$ cat config.mk
export PLATFORM = sky130hd
export DESIGN_NAME = prince_nf_ctrl
export DESIGN_NICKNAME = d
export VERILOG_FILES = /design/src/rtl/prince_nf_pkg.sv /design/src/rtl/prince_nf_stage_cnt.sv /design/src/rtl/prince_nf_ctrl.sv
export SDC_FILE = /design/constraint.sdc
export NUM_CORES = 1
export LEC_CHECK = 0
export CORE_MARGIN = 2
export CORE_UTILIZATION = 47
export DETAILED_ROUTE_END_ITERATION = 10
export HOLD_SLACK_MARGIN = 0.1
export PLACE_DENSITY = 0.77
export SLEW_MARGIN = 30
export SYNTH_ARGS = -nofsm -noshare
export SYNTH_HDL_FRONTEND = slang
export SYNTH_HIERARCHICAL = 1
export SYNTH_SLANG_ARGS = --single-unit
$ cat constraint.sdc
create_clock -name clk -period 3.3 [get_ports clk]
set_input_delay 0.33 -clock clk [delete_from_list [all_inputs] [get_ports clk]]
set_output_delay 0.33 -clock clk [all_outputs]
set_load 0.1 [all_outputs]
$ cat src/rtl/prince_nf_pkg.sv
// Shared definitions for the PRINCE nibble-flow (threshold-masked) round controller.
package prince_nf_pkg;

    typedef enum logic [2:0] {
        ST_IDLE,
        ST_LOAD,
        ST_FWD,
        ST_MID_S,
        ST_MID_SI,
        ST_INV,
        ST_DONE
    } state_t;

    localparam int NUM_FWD_ROUNDS  = 5;
    localparam int NUM_INV_ROUNDS  = 5;
    localparam int RC_LAST         = 11;
    localparam int SBOX_STAGES_DEF = 2;

endpackage

$ cat src/rtl/prince_nf_stage_cnt.sv
// Stage counter for the shared S-box pipeline: one-hot stage enable plus last-stage flag.
module prince_nf_stage_cnt #(
    parameter int STAGES = 2
) (
    input  logic              clk,
    input  logic              rst_n,
    input  logic              run,
    output logic [STAGES-1:0] stage_en,
    output logic              last
);

    localparam int CW = (STAGES > 1) ? $clog2(STAGES) : 1;

    logic [CW-1:0] cnt;

    assign last     = run && (cnt == CW'(STAGES - 1));
    assign stage_en = run ? (STAGES'(1) << cnt) : '0;

    // Counter rests at zero outside datapath states because every layer ends on a wrap.
    always_ff @(posedge clk or negedge rst_n) begin
        if (!rst_n) begin
            cnt <= '0;
        end else if (run) begin
            cnt <= last ? '0 : cnt + 1'b1;
        end
    end

endmodule

$ cat src/rtl/prince_nf_ctrl.sv
// Round sequencer for a masked PRINCE core: FWD rounds, middle S/S^-1 layers, INV rounds.
module prince_nf_ctrl
    import prince_nf_pkg::*;
#(
    parameter int SBOX_STAGES = SBOX_STAGES_DEF
) (
    input  logic                   clk,
    input  logic                   rst_n,
    input  logic                   start,
    output logic                   busy,
    output logic                   done,
    output logic                   sel_in,
    output logic [SBOX_STAGES-1:0] stage_en,
    output logic                   lin_en,
    output logic [3:0]             rc_idx,
    output logic                   mid_sel,
    output logic                   inv_sel
);

    state_t     state;
    logic [2:0] rnd;
    logic       run;
    logic       last;

    assign run = (state == ST_FWD) || (state == ST_MID_S) ||
                 (state == ST_MID_SI) || (state == ST_INV);

    prince_nf_stage_cnt #(
        .STAGES(SBOX_STAGES)
    ) u_stage_cnt (
        .clk      (clk),
        .rst_n    (rst_n),
        .run      (run),
        .stage_en (stage_en),
        .last     (last)
    );

    always_ff @(posedge clk or negedge rst_n) begin
        if (!rst_n) begin
            state <= ST_IDLE;
            rnd   <= '0;
        end else begin
            case (state)
                ST_IDLE: begin
                    if (start) state <= ST_LOAD;
                end
                ST_LOAD: begin
                    state <= ST_FWD;
                    rnd   <= 3'd1;
                end
                ST_FWD: begin
                    if (last) begin
                        if (rnd == 3'(NUM_FWD_ROUNDS)) begin
                            state <= ST_MID_S;
                            rnd   <= 3'd1;
                        end else begin
                            rnd <= rnd + 3'd1;
                        end
                    end
                end
                ST_MID_S: begin
                    if (last) state <= ST_MID_SI;
                end
                ST_MID_SI: begin
                    if (last) begin
                        state <= ST_INV;
                        rnd   <= 3'd1;
                    end
                end
                ST_INV: begin
                    if (last) begin
                        if (rnd == 3'(NUM_INV_ROUNDS)) begin
                            state <= ST_DONE;
                            rnd   <= '0;
                        end else begin
                            rnd <= rnd + 3'd1;
                        end
                    end
                end
                ST_DONE: state <= ST_IDLE;
                default: begin
                    state <= ST_IDLE;
                    rnd   <= '0;
                end
            endcase
        end
    end

    // All outputs decode from registered state only; start never reaches an output.
    assign busy    = (state == ST_LOAD) || run;
    assign done    = (state == ST_DONE);
    assign sel_in  = (state == ST_LOAD);
    assign lin_en  = last;
    assign mid_sel = (state == ST_MID_S);
    assign inv_sel = (state == ST_MID_SI) || (state == ST_INV);

    // The final inverse round folds RC11 and output whitening into one commit.
    always_comb begin
        rc_idx = 4'd0;
        if (state == ST_FWD) begin
            rc_idx = {1'b0, rnd};
        end else if (state == ST_INV) begin
            if (rnd == 3'(NUM_INV_ROUNDS)) rc_idx = 4'(RC_LAST);
            else                           rc_idx = {1'b0, rnd} + 4'(NUM_FWD_ROUNDS);
        end
    end

endmodule

; ---- Yosys cells after proc, flatten, opt, wreduce, memory -nomap -nowiden
; Index checks and enable logic that the tools add are counted.
[word_totals]
ff_bits = 7
[classes]
n_eq_ne = 14
n_shift = 1
n_addsub = 3
n_mux = 19
n_reduce_logical = 10
n_bitwise = 1
[ops]
columns = op, n
row1 = $mux 3, 12
row2 = $pmux 3 s6, 1
row3 = $pmux 3 s5, 1
row4 = $eq 3x3->1 const B, 4
row5 = $mux 4, 3
row6 = $ne 2x1->1 const B, 5
row7 = $reduce_and 7->1, 1
row8 = $eq 3x2->1 const B, 2
row9 = $logic_or 1x1->1, 5
row10 = $add 3x3->4 const B, 1
row11 = $ne 2x2->1 const B, 2
row12 = $reduce_and 4->1, 1
row13 = $add 3x1->3 const B, 1
row14 = $eq 3x1->1 const B, 1
row15 = $logic_not 3->1, 1
row16 = $reduce_or 3->1, 1
row17 = $mux 2, 1
row18 = $shl 1x1->2 const A, 1
row19 = $add 1x1->1 const B, 1
row20 = $logic_and 1x1->1, 1
row21 = $mux 1, 1
row22 = $not 1->1, 1

; ---- Depth between registers and ports, before layout
; Gate-level depths: netlist of run 1.
[logic_depth]
ltp_word = 7
depth_mapped = 8
ltp_nobuf = 6

; ---- Cells and area by module
; Netlist of run 1, hierarchy kept.
[by_module_without_submodules]
columns = module, seq_area_each_um2, area_per_inst_um2, cells_each, n_inst
row1 = prince_nf_ctrl, 150.1, 556.8, 70, 1
row2 = prince_nf_stage_cnt, 25.0, 57.6, 5, 1

; ---- Least setup slack after synthesis of run 1
; OpenSTA, ideal clock, no wires.
[synth_timing]
path_kind = flip-flop to output port
start = reg state[2]
end = out rc_idx[1]
path_slack_ps = -1400
arrival_time_ps = 4370
path_stages_with_launch = 5
n_path_buf = 1
path_cell_list = dfrtp_1 > buf_2 > nor2b_1 > nand2_1 > o21ai_0
[synth_between]
elab_chain_cells = 3
word_cells_on_any_way = 4
[synth_lines]
columns = element, line_no
row1 = from (decl), prince_nf_ctrl.sv:20  ; state_t state;
row2 = from (signal assigned), prince_nf_ctrl.sv:40  ; state <= ST_IDLE;
row3 = from (signal assigned), prince_nf_ctrl.sv:45  ; if (start) state <= ST_LOAD;
row4 = from (signal assigned), prince_nf_ctrl.sv:48  ; state <= ST_FWD;
row5 = $eq 3x3->1, prince_nf_ctrl.sv:102  ; end else if (state == ST_INV) begin
row6 = $mux 4, prince_nf_ctrl.sv:102
row7 = $mux 4 *, prince_nf_ctrl.sv:100  ; if (state == ST_FWD) begin
row8 = to (decl), prince_nf_ctrl.sv:15  ; output logic [3:0] rc_idx,
; Every way passes the cells marked *; elsewhere a longest branch is shown, timed or not.

; ---- Worst setup path in the final report of run 1
[layout_timing]
start = reg state[1]
end = reg rnd[2]
[layout_between]
elab_chain_cells = 7
word_cells_on_any_way = 18
[layout_lines]
columns = element, line_no
row1 = $eq 3x2->1, prince_nf_ctrl.sv:25  ; assign run = (state == ST_FWD) || (state == ST_MID_S) ||
row2 = $logic_or 1x1->1 (2 in a row), prince_nf_ctrl.sv:25
row3 = $logic_or 1x1->1 *, prince_nf_ctrl.sv:26  ; (state == ST_MID_SI) || (state == ST_INV);
row4 = named net run, prince_nf_ctrl.sv:22  ; logic run;
row5 = $logic_and 1x1->1 *, prince_nf_stage_cnt.sv:16  ; assign last = run && (cnt == CW'(STAGES - 1));
row6 = $ne 2x1->1 (no line), -
row7 = $reduce_and 4->1 (no line) *, -
row8 = to (signal assigned), prince_nf_ctrl.sv:57  ; rnd <= rnd + 3'd1;
row9 = to (signal assigned), prince_nf_ctrl.sv:76  ; rnd <= rnd + 3'd1;
row10 = to (decl), prince_nf_ctrl.sv:21  ; logic [2:0] rnd;
; Mark *: on every way through the listed nets, which the timed path passes. The rest lies on a longest branch.
; A chain may end at the register's enable or synchronous reset.

==> impl_results.md, run 1 <==
* DR DRC count at 0
* TritonCTS clock tree: built
* Storage cell area at 175.2 um^2
* Drt first pass iters at 4
* Clk_lat worst skew at 0.25 ns
* Final period util at 0.7241
* Height of the die at 40.16 um
* Via/cell ratio at 5.500
* Status: finished, final reports clean
* Post-synth cell types at 38
* Ys flop type: dfrtp_1
* Routability cong. at 0.7896
* Worst slew pin tran at 0.4697 ns
* Area growth syn-to-layout at 19.55%
* Post-synth EDFFs at 0
* CP max FO at 15
* RSZ-0062 raised after global routing: false
* Initial antenna violation count at 0
* Final setup fails at 0
* H-Tree Depth at 1
* Min Tclk post-route at 2.390 ns
* HP Class: in -> async
* Diode count at 0
* Post-DRT Antenna Nets at 0
* Sink Count at 7
* Layout cell share with drive strength beyond 1 at 0.3176
* Gr ovfl total at 0
* Synthesized area at 614.3 um^2
* Critical path arrival at 2.57 ns
* Wire per inst at 12.46 um
* Postcts setup bufs at 0
* Slew Limit Headroom at 0.6862
* Pin count of the biggest net entering global routing at 16
* Resized Gates After CTS at 0
* Setup tns final at 0 ns
* Syn. warnings at 6
* Hpwl dp at 902.5 um
* CTS Buf Count at 3
* Synth top area share at 0.2851
* Startpoint class of the critical path: register
* Most frequent cells in the layout: buf_4, nand2_1, dfrtp_1
* GRT Overall Usage at 0.1961
* Multi-input gate area at 396.6 um^2
* Sequential area share after synthesis at 0.2851
* Critical Path RT at about 3.5 ns
* Fmax at 418.5 MHz
* Clock skew at about 0.00049 ns
* Slew Viols, Final at 0
* PortBufs at 14
* Worst-path clk slew at 0.05 ns
* Via count at 550
* First-pass GRT wire length at 2063 um
* CTS Buffer Depth at 2
* I/O pin cnt at 15
* Top cells by area, synth: dfrtp_1, nand2_1, a21oi_1
* Core Area at approximately 1300 um^2
* Detailed Route Iter0 Violations at 8
* Syn avg cell area at 8.191 um^2
* Post-Syn Instances at between 70 and 80
* Asr flop ratio synth at 1.000
* CTS root buf: clkbuf_4
* Number of synthesized register bits at 7
* Die ar. at 1612 um^2
* MaxCap Viol Count at 0
* FILL cells at 117
* Count of hold-fix buffers inserted at cts at 0
* Most common cell after layout, fill and taps aside: buf_4
* Setup CP Type: reg -> reg
* Initial core utilization at 0.4905
* Fin nets at 89
* Crit path capture type: register
* FP Rows at 13
* Die Wd at roughly 40 um
* Syn Nets at 78
* Final hold violation count at 0
* Vias in the first global route at 456
* Post-synth top area cell: dfrtp_1
* WL final at 1246 um
[critical path, stage by stage (launching register included)]
cell and delay [ns]:
dfrtp_1 0.61, xor2_1 0.30, and2_2 0.33, or3b_1 0.37, a32o_1 0.24, a311o_1 0.32
o211ai_2 0.14
[routing by layer]
layer / wire length (um) / part of all wire / track usage / up-vias
met2: 619 / 0.50 / 0.2782 / 10
met4: 0 / 0 / 0.07759 / 0
met5: 0 / 0 / 0 / -
li1: - / - / - / 281
met3: 38 / 0.030 / 0.06667 / 0
met1: 588 / 0.47 / 0.2676 / 259
[registers in the layout, indices dropped and copies added, names as in the netlist]
signal / cells
u_stage_cnt/cnt: 1
state: 3
rnd: 3
[cell families (layout without fill, tap and decap cells)]
group,Yosys count,in the layout,share of synthesized area
buffers and inverters,10,20,0.08349
DFF,7,7,0.2851
AOI/OAI and AO/OA,21,21,0.2587
and+or+nand+nor,32,32,0.2974
muxes,2,2,0.03259
xor gates and xnor gates,3,3,0.04278
[synthesized netlist by cell type (all sizes together) (3+ instances only)]
library cell   n
nor3b          3
clkbuf         4
o21ai          3
nand2         10
buf            4
a21oi          6
nor2           5
dfrtp          7
[layout make-up]
cell class / count / share of cell area
Tap cell: 15 / 0.02555
Multi-Input combinational cell: 58 / 0.5400
Inverter: 2 / 0.01022
Sequential cell: 7 / 0.2385
Timing Repair Buffer: 14 / 0.1499
Clock buffer: 4 / 0.03578
[stage by stage]
step           std cells  hold slack, ns  utilization  worst slack (ns)  cell area [um^2]
3_5_place_dp          96          0.4766       0.5654            0.9422             708.2
2_1_floorplan         75         0.03441            -            0.1368             623.1
5_1_grt              100          0.3785       0.5864            0.7831             734.5
4_1_cts              100          0.3532       0.5864            0.9319             734.5
3_3_place_gp          96          0.4789       0.5654             1.028             708.2
6_report             100          0.3461       0.5864            0.9105             734.5
[path summary, 6_finish.rpt]
path	start	depth (start not counted)	slack [ns]	end
worst min-delay path	rst_n	1	0.35	state[2]$_DFFE_PN0P_
worst max-delay path	state[1]$_DFFE_PN0P_	6	0.91	rnd[2]$_DFFE_PN0P_
min in group clk	u_stage_cnt/cnt$_DFFE_PN0P_	1	0.49	u_stage_cnt/cnt$_DFFE_PN0P_
worst min register to register	u_stage_cnt/cnt$_DFFE_PN0P_	1	0.49	u_stage_cnt/cnt$_DFFE_PN0P_
worst max register to register	state[1]$_DFFE_PN0P_	6	0.91	rnd[2]$_DFFE_PN0P_
max in group asynchronous	rst_n	1	2.71	rnd[1]$_DFFE_PN0P_
Power of run 1 is left out: the tool's default activity adds up to more than one toggle a clock period on the data nets, which glitch-free logic cannot reach.
==> run 2: changes to the inputs <==
==> constraint.sdc (replaced) <==
create_clock -name clk -period 2.5 [get_ports clk]
set_input_delay 0.25 -clock clk [delete_from_list [all_inputs] [get_ports clk]]
set_output_delay 0.25 -clock clk [all_outputs]
set_load 0.1 [all_outputs]
==> run 2 against run 1 <==
Against the previous run: hold slack got worse by 0.087 ns; sequential share of layout area decreased by 2.7 points; core utilization rose by 7.5 points; register-to-register slack got worse by 0.39 ns; clock skew grew 0.0050 ns; routed wire length up 5.1%; die area is the same; setup slack got worse by 0.40 ns.
==> impl_results.md, run 2 (synthesis gave the netlist of run 1 again) <==
* Area growth syn-to-layout at 34.83%
* CP max FO at 15 (unchanged)
* Fin nets at 92 (+3.4%)
* Initial core utilization at 0.4905 (unchanged)
* Critical Path RT at 2.25 ns (-1.23 ns)
* FP Rows at 13 (unchanged)
* Non-Filler Instances at 103 (+3.0%)
* Worst slew pin tran at 0.4758 ns (+0.006092 ns)
* HP Class: in -> async
* Resized Gates After CTS at 0 (unchanged)
* GRT Overall Usage at 0.2071 (+0.01106)
* Biggest regs: rnd (3), state (3), u_stage_cnt/cnt (1)
* Postcts setup bufs at 0 (unchanged)
* Detailed Route Iter0 Violations at 12 (+4)
* Count of hold-fix buffers inserted at cts at 0 (unchanged)
* Hpwl dp at 966 um (+7.0%)
* CTS Buffer Depth at 2 (unchanged)
* Status: finished, final reports clean
* Wire per inst at 12.71 um (+2.0%)
* WL final at 1309 um (+5.1%)
* Worst r2r src: state[1]$_DFFE_PN0P_
* FILL cells at 101 (-14%)
* Core Area at 1252 um^2 (unchanged)
* Routability cong. at 0.7596 (-3.8%)
* Clk_lat worst skew at 0.26 ns (about the same)
* Diode count at 0 (unchanged)
* Min Tclk post-route at about 2.0 ns
* Vias in the first global route at 471 (+3.3%)
* MaxCap Viol Count at 0 (unchanged)
* Via/cell ratio at 5.689 (+3.4%)
* Die ar. at 1612 um^2 (unchanged)
* Sink Count at 7 (unchanged)
* Pin count of the biggest net entering global routing at 16 (unchanged)
* RSZ-0062 raised after global routing: false
* Final period util at 0.7948
* Slew Limit Headroom at 0.6821 (-0.004070)
* PortBufs at 14 (unchanged)
* Worst-path clk slew at 0.05 ns (about the same)
* Die Wd at 40.16 um (unchanged)
* Gr ovfl total at 0 (unchanged)
* Via count at 586 (+6.5%)
* I/O pin cnt at 15 (unchanged)
* Critical path arrival at 1.74 ns (-0.83 ns)
* TritonCTS clock tree: built
* Critical Path Start: state[0]$_DFFE_PN0P_
* Drt first pass iters at 4 (unchanged)
* Reg2reg end: rnd[1]$_DFFE_PN0P_
* H-Tree Depth at 1 (unchanged)
* CTS Buf Count at 3 (unchanged)
* Reg2reg path depth at 6 (unchanged)
* Clock skew at 0.005515 ns (+0.005026 ns)
* Post-DRT Antenna Nets at 0 (unchanged)
* Setup CP Type: reg -> out
* Final hold violation count at 0 (unchanged)
* Most frequent cells in the layout: nand2_1, buf_4, dfrtp_1
* Initial antenna violation count at 0 (unchanged)
* Placed cells at 99 (+3.1%)
* Layout cell share with drive strength beyond 1 at 0.3636 (+0.04599)
* First-pass GRT wire length at 2159 um (+4.7%)
* Startpoint class of the critical path: register
* Height of the die at 40.16 um (unchanged)
* Crit path capture type: output port
* Final setup fails at 0 (unchanged)
* CTS root buf: clkbuf_4
* R2r setup slk at 0.52 ns (-0.39 ns)
* Fmax at 503.2 MHz
* DR DRC count at 0 (unchanged)
* Slew Viols, Final at 0 (unchanged)
## run 2: how the worst max path moves through the flow
stage	end	slack (ns)
after detailed placement	rnd[1]$_DFFE_PN0P_	0.53
after CTS	rc_idx[0]	0.48
after global routing	rnd[2]$_DFFE_PN0P_	0.39
after floorplan	rc_idx[1]	-0.33
after global placement	rnd[2]$_DFFE_PN0P_	0.59
final	rc_idx[0]	0.51
## run 2: critical path: stages (launching register included)
cell and delay [ns]:
dfrtp_1 0.53, nor3b_1 0.50, a22o_1 0.27, buf_12 0.18
## run 2: cell type report
class                      instances  area [um^2]  area share
clock buffer                       4        26.28     0.03172
inverter                           2        7.507    0.009063
timing repair buffer              17        195.2      0.2356
tap                               15        18.77     0.02266
sequential                         7        175.2      0.2115
multi-input combinational         58        405.4      0.4894
## run 2: per-layer routing
metal / global-route usage / wire [um]
met1: 0.2591 / 573
met2: 0.3145 / 678
met3: 0.05000 / 32
met4: 0.1293 / 25
met5: 0 / 0
## run 2: stage by stage
step,utilization,hold WS [ns],setup TNS [ns],setup WS [ns],instance area (um^2)
floorplan,-,-0.04559,-0.8350,-0.3284,631.9
global placement,0.6404,0.4802,0,0.5942,802.0
detailed placement,0.6404,0.4988,0,0.5251,802.0
CTS,0.6613,0.2625,0,0.4827,828.3
global route,0.6613,0.2761,0,0.3892,828.3
finish,0.6613,0.2590,0,0.5129,828.3
Power of run 2 is left out for the same reason.
==> run 3: changes to the inputs <==
--- a/config.mk
+++ b/config.mk
@@ -6,10 +6,10 @@
 export NUM_CORES = 1
 export LEC_CHECK = 0
 export CORE_MARGIN = 2
-export CORE_UTILIZATION = 47
+export CORE_UTILIZATION = 42
 export DETAILED_ROUTE_END_ITERATION = 10
 export HOLD_SLACK_MARGIN = 0.1
-export PLACE_DENSITY = 0.77
+export PLACE_DENSITY = 0.72
 export SLEW_MARGIN = 30
 export SYNTH_ARGS = -nofsm -noshare
 export SYNTH_HDL_FRONTEND = slang
==> constraint.sdc (replaced) <==
create_clock -name clk -period 1.6 [get_ports clk]
set_input_delay 0.16 -clock clk [delete_from_list [all_inputs] [get_ports clk]]
set_output_delay 0.16 -clock clk [all_outputs]
set_load 0.1 [all_outputs]
==> run 3 against run 2 <==
Against the previous run: the flow now finishes with violations (setup timing); design area grew 46%; routed wire length rose by 76%; first-iteration DRC count rose to 2.5 times the previous value; core utilization grew 25 points; die area rose by 11%; via count increased by 24%; clock skew is 0.0043 ns lower; sequential cell count is the same; sequential share of layout area is 6.7 points lower; critical endpoint is now rc_idx[2]; largest cell class is now non-clock buffers.
==> impl_results.md, run 3 (synthesis gave the netlist of run 1 again) <==
* FILL cells at 58 (-43%)
* Critical Path End: rc_idx[2]
* FP Rows at 13 (unchanged)
* Layout cell share with drive strength beyond 1 at 0.5727 (+0.2091)
* PortBufs at 14 (unchanged)
* Fin nets at 114 (+24%)
* Initial core utilization at 0.4606 (-0.02991)
* Status: finished with violations
* Gr ovfl total at 0 (unchanged)
* Crit path capture type: output port
* Post-DRT Antenna Nets at 0 (unchanged)
* Setup CP Type: reg -> out
* RSZ-0062 raised after global routing: true
* Slew Viols, Final at 0 (unchanged)
* CTS Buffer Depth at 2 (unchanged)
* Sink Count at 7 (unchanged)
* Vias in the first global route at 689 (+46%)
* Final period util at 1.239
* CTS Buf Count at 3 (unchanged)
* Worst-path clk slew at 0.06 ns (about the same)
* I/O pin cnt at 15 (unchanged)
* Final setup fails at 15 (+15)
* GRT Overall Usage at 0.2353 (+0.02821)
* Via count at 727 (+24%)
* Routability cong. at 0.7492 (-1.4%)
* Final hold violation count at 0 (unchanged)
* Min Tclk post-route at 1.982 ns
* Drt first pass iters at 4 (unchanged)
* Wire per inst at 18.38 um (+45%)
* Most frequent cells in the layout: buf_4, buf_12, nand2_1
* Critical Path Start: state[2]$_DFFE_PN0P_
* Height of the die at 42.25 um (+5.2%)
* Via/cell ratio at 5.816 (+2.2%)
* CP max FO at 6 (-9)
* Diode count at 0 (unchanged)
* Die ar. at 1785 um^2 (+11%)
* Detailed Route Iter0 Violations at 30 (+18)
* Core Area at 1334 um^2 (+6.5%)
* Clk_lat worst skew at 0.25 ns (about the same)
* Critical path arrival at 1.82 ns (+0.08 ns)
* MaxCap Viol Count at 0 (unchanged)
* Hpwl dp at 1234 um (+28%)
* HP Class: in -> async
* Reg2reg path depth at 6 (unchanged)
* Violated checks: setup timing
* Fmax at 504.6 MHz
* First-pass GRT wire length at 3194 um (+48%)
* Area growth syn-to-layout at 97.35%
* Most common cell after layout, fill and taps aside: buf_4
* H-Tree Depth at 1 (unchanged)
* Worst slew pin tran at 0.3446 ns (-0.1313 ns)
* Worst r2r src: state[2]$_DFFE_PN0P_
* Startpoint class of the critical path: register
* Critical Path RT at 1.44 ns (-0.81 ns)
* Setup tns final at -3.040 ns (-3.040 ns)
* Fin worst setup slack at -0.3818 ns (-0.8947 ns)
* Biggest regs: rnd (3), state (3), u_stage_cnt/cnt (1)
* Clock skew at 0.001194 ns (-0.004321 ns)
* R2r setup slk at -0.35 ns (-0.87 ns)
* CTS root buf: clkbuf_4
* DR DRC count at 0 (unchanged)
* Reg2reg end: rnd[2]$_DFFE_PN0P_
* Initial antenna violation count at 0 (unchanged)
* TritonCTS clock tree: built
* Pin count of the biggest net entering global routing at 15 (-1)
* Slew Limit Headroom at 0.7696 (+0.08748)
* Die Wd at 42.25 um (+5.2%)
* WL final at 2298 um (+76%)
run 3: cell count changes in the layout (fill, tap and decap cells not counted), moves of 2 or more:
cell    previous run  this run
buf_12             5        14
buf_4             10        15
buf_6              0         6
buf_8              0         2
nor2_2             2         0
nor2_4             0         3
run 3: repair_timing:
action | 4_1_cts | 5_1_grt
resized for setup | 13 | 7
setup endpoints to repair | 11 | 16
gates cloned | 0 | 0
pin swaps | 6 | 1
buffers inserted | 7 | 6
hold buffers | 0 | 0
run 3: metrics by stage:
step	area, um^2	utilization	std cells	worst slack (ns)	hold WS [ns]
after floorplan	678.2	-	75	-0.7850	-0.1356
after global placement	1020	0.7645	110	-0.1870	0.4287
after detailed placement	1020	0.7645	110	-0.2778	0.4370
after CTS	1145	0.8583	121	-0.2735	0.1742
after global routing	1212	0.9090	125	-0.4425	0.2005
final	1212	0.9090	125	-0.3818	0.1799
run 3: cell type report:
class,instances,area (um^2),area share
inverters,2,10.01,0.008256
clock buffers,4,26.28,0.02167
repair buffers,39,510.5,0.4211
well taps,15,18.77,0.01548
multi-input cells,58,471.7,0.3891
flip-flops and latches,7,175.2,0.1445
run 3: how the worst min path moves through the flow:
stage	from	to	slack, ns	depth (start not counted)
after global routing	rst_n	state[0]$_DFFE_PN0P_	0.20	1
final	rst_n	state[0]$_DFFE_PN0P_	0.18	1
after floorplan	rst_n	rnd[0]$_DFFE_PN0P_	-0.14	0
after global placement	rst_n	u_stage_cnt/cnt$_DFFE_PN0P_	0.43	1
after CTS	rst_n	rnd[0]$_DFFE_PN0P_	0.17	1
after detailed placement	rst_n	state[0]$_DFFE_PN0P_	0.44	1
run 3: worst max-delay path: stages, from the launching register on:
cell     delay [ns]
dfrtp_1        0.42
buf_4          0.16
buf_6          0.13
nor3b_1        0.31
buf_4          0.20
a32o_1         0.17
buf_12         0.18
run 3: routing by layer:
metal  GRT usage  wire length [um]  vias to the layer above
met3     0.01293               163                        8
li1            -                 -                      330
met1      0.2586               879                      338
met5           0                 0                        -
met2      0.4585              1180                       51
met4     0.09375                74                        0
Power of run 3 is left out for the same reason.
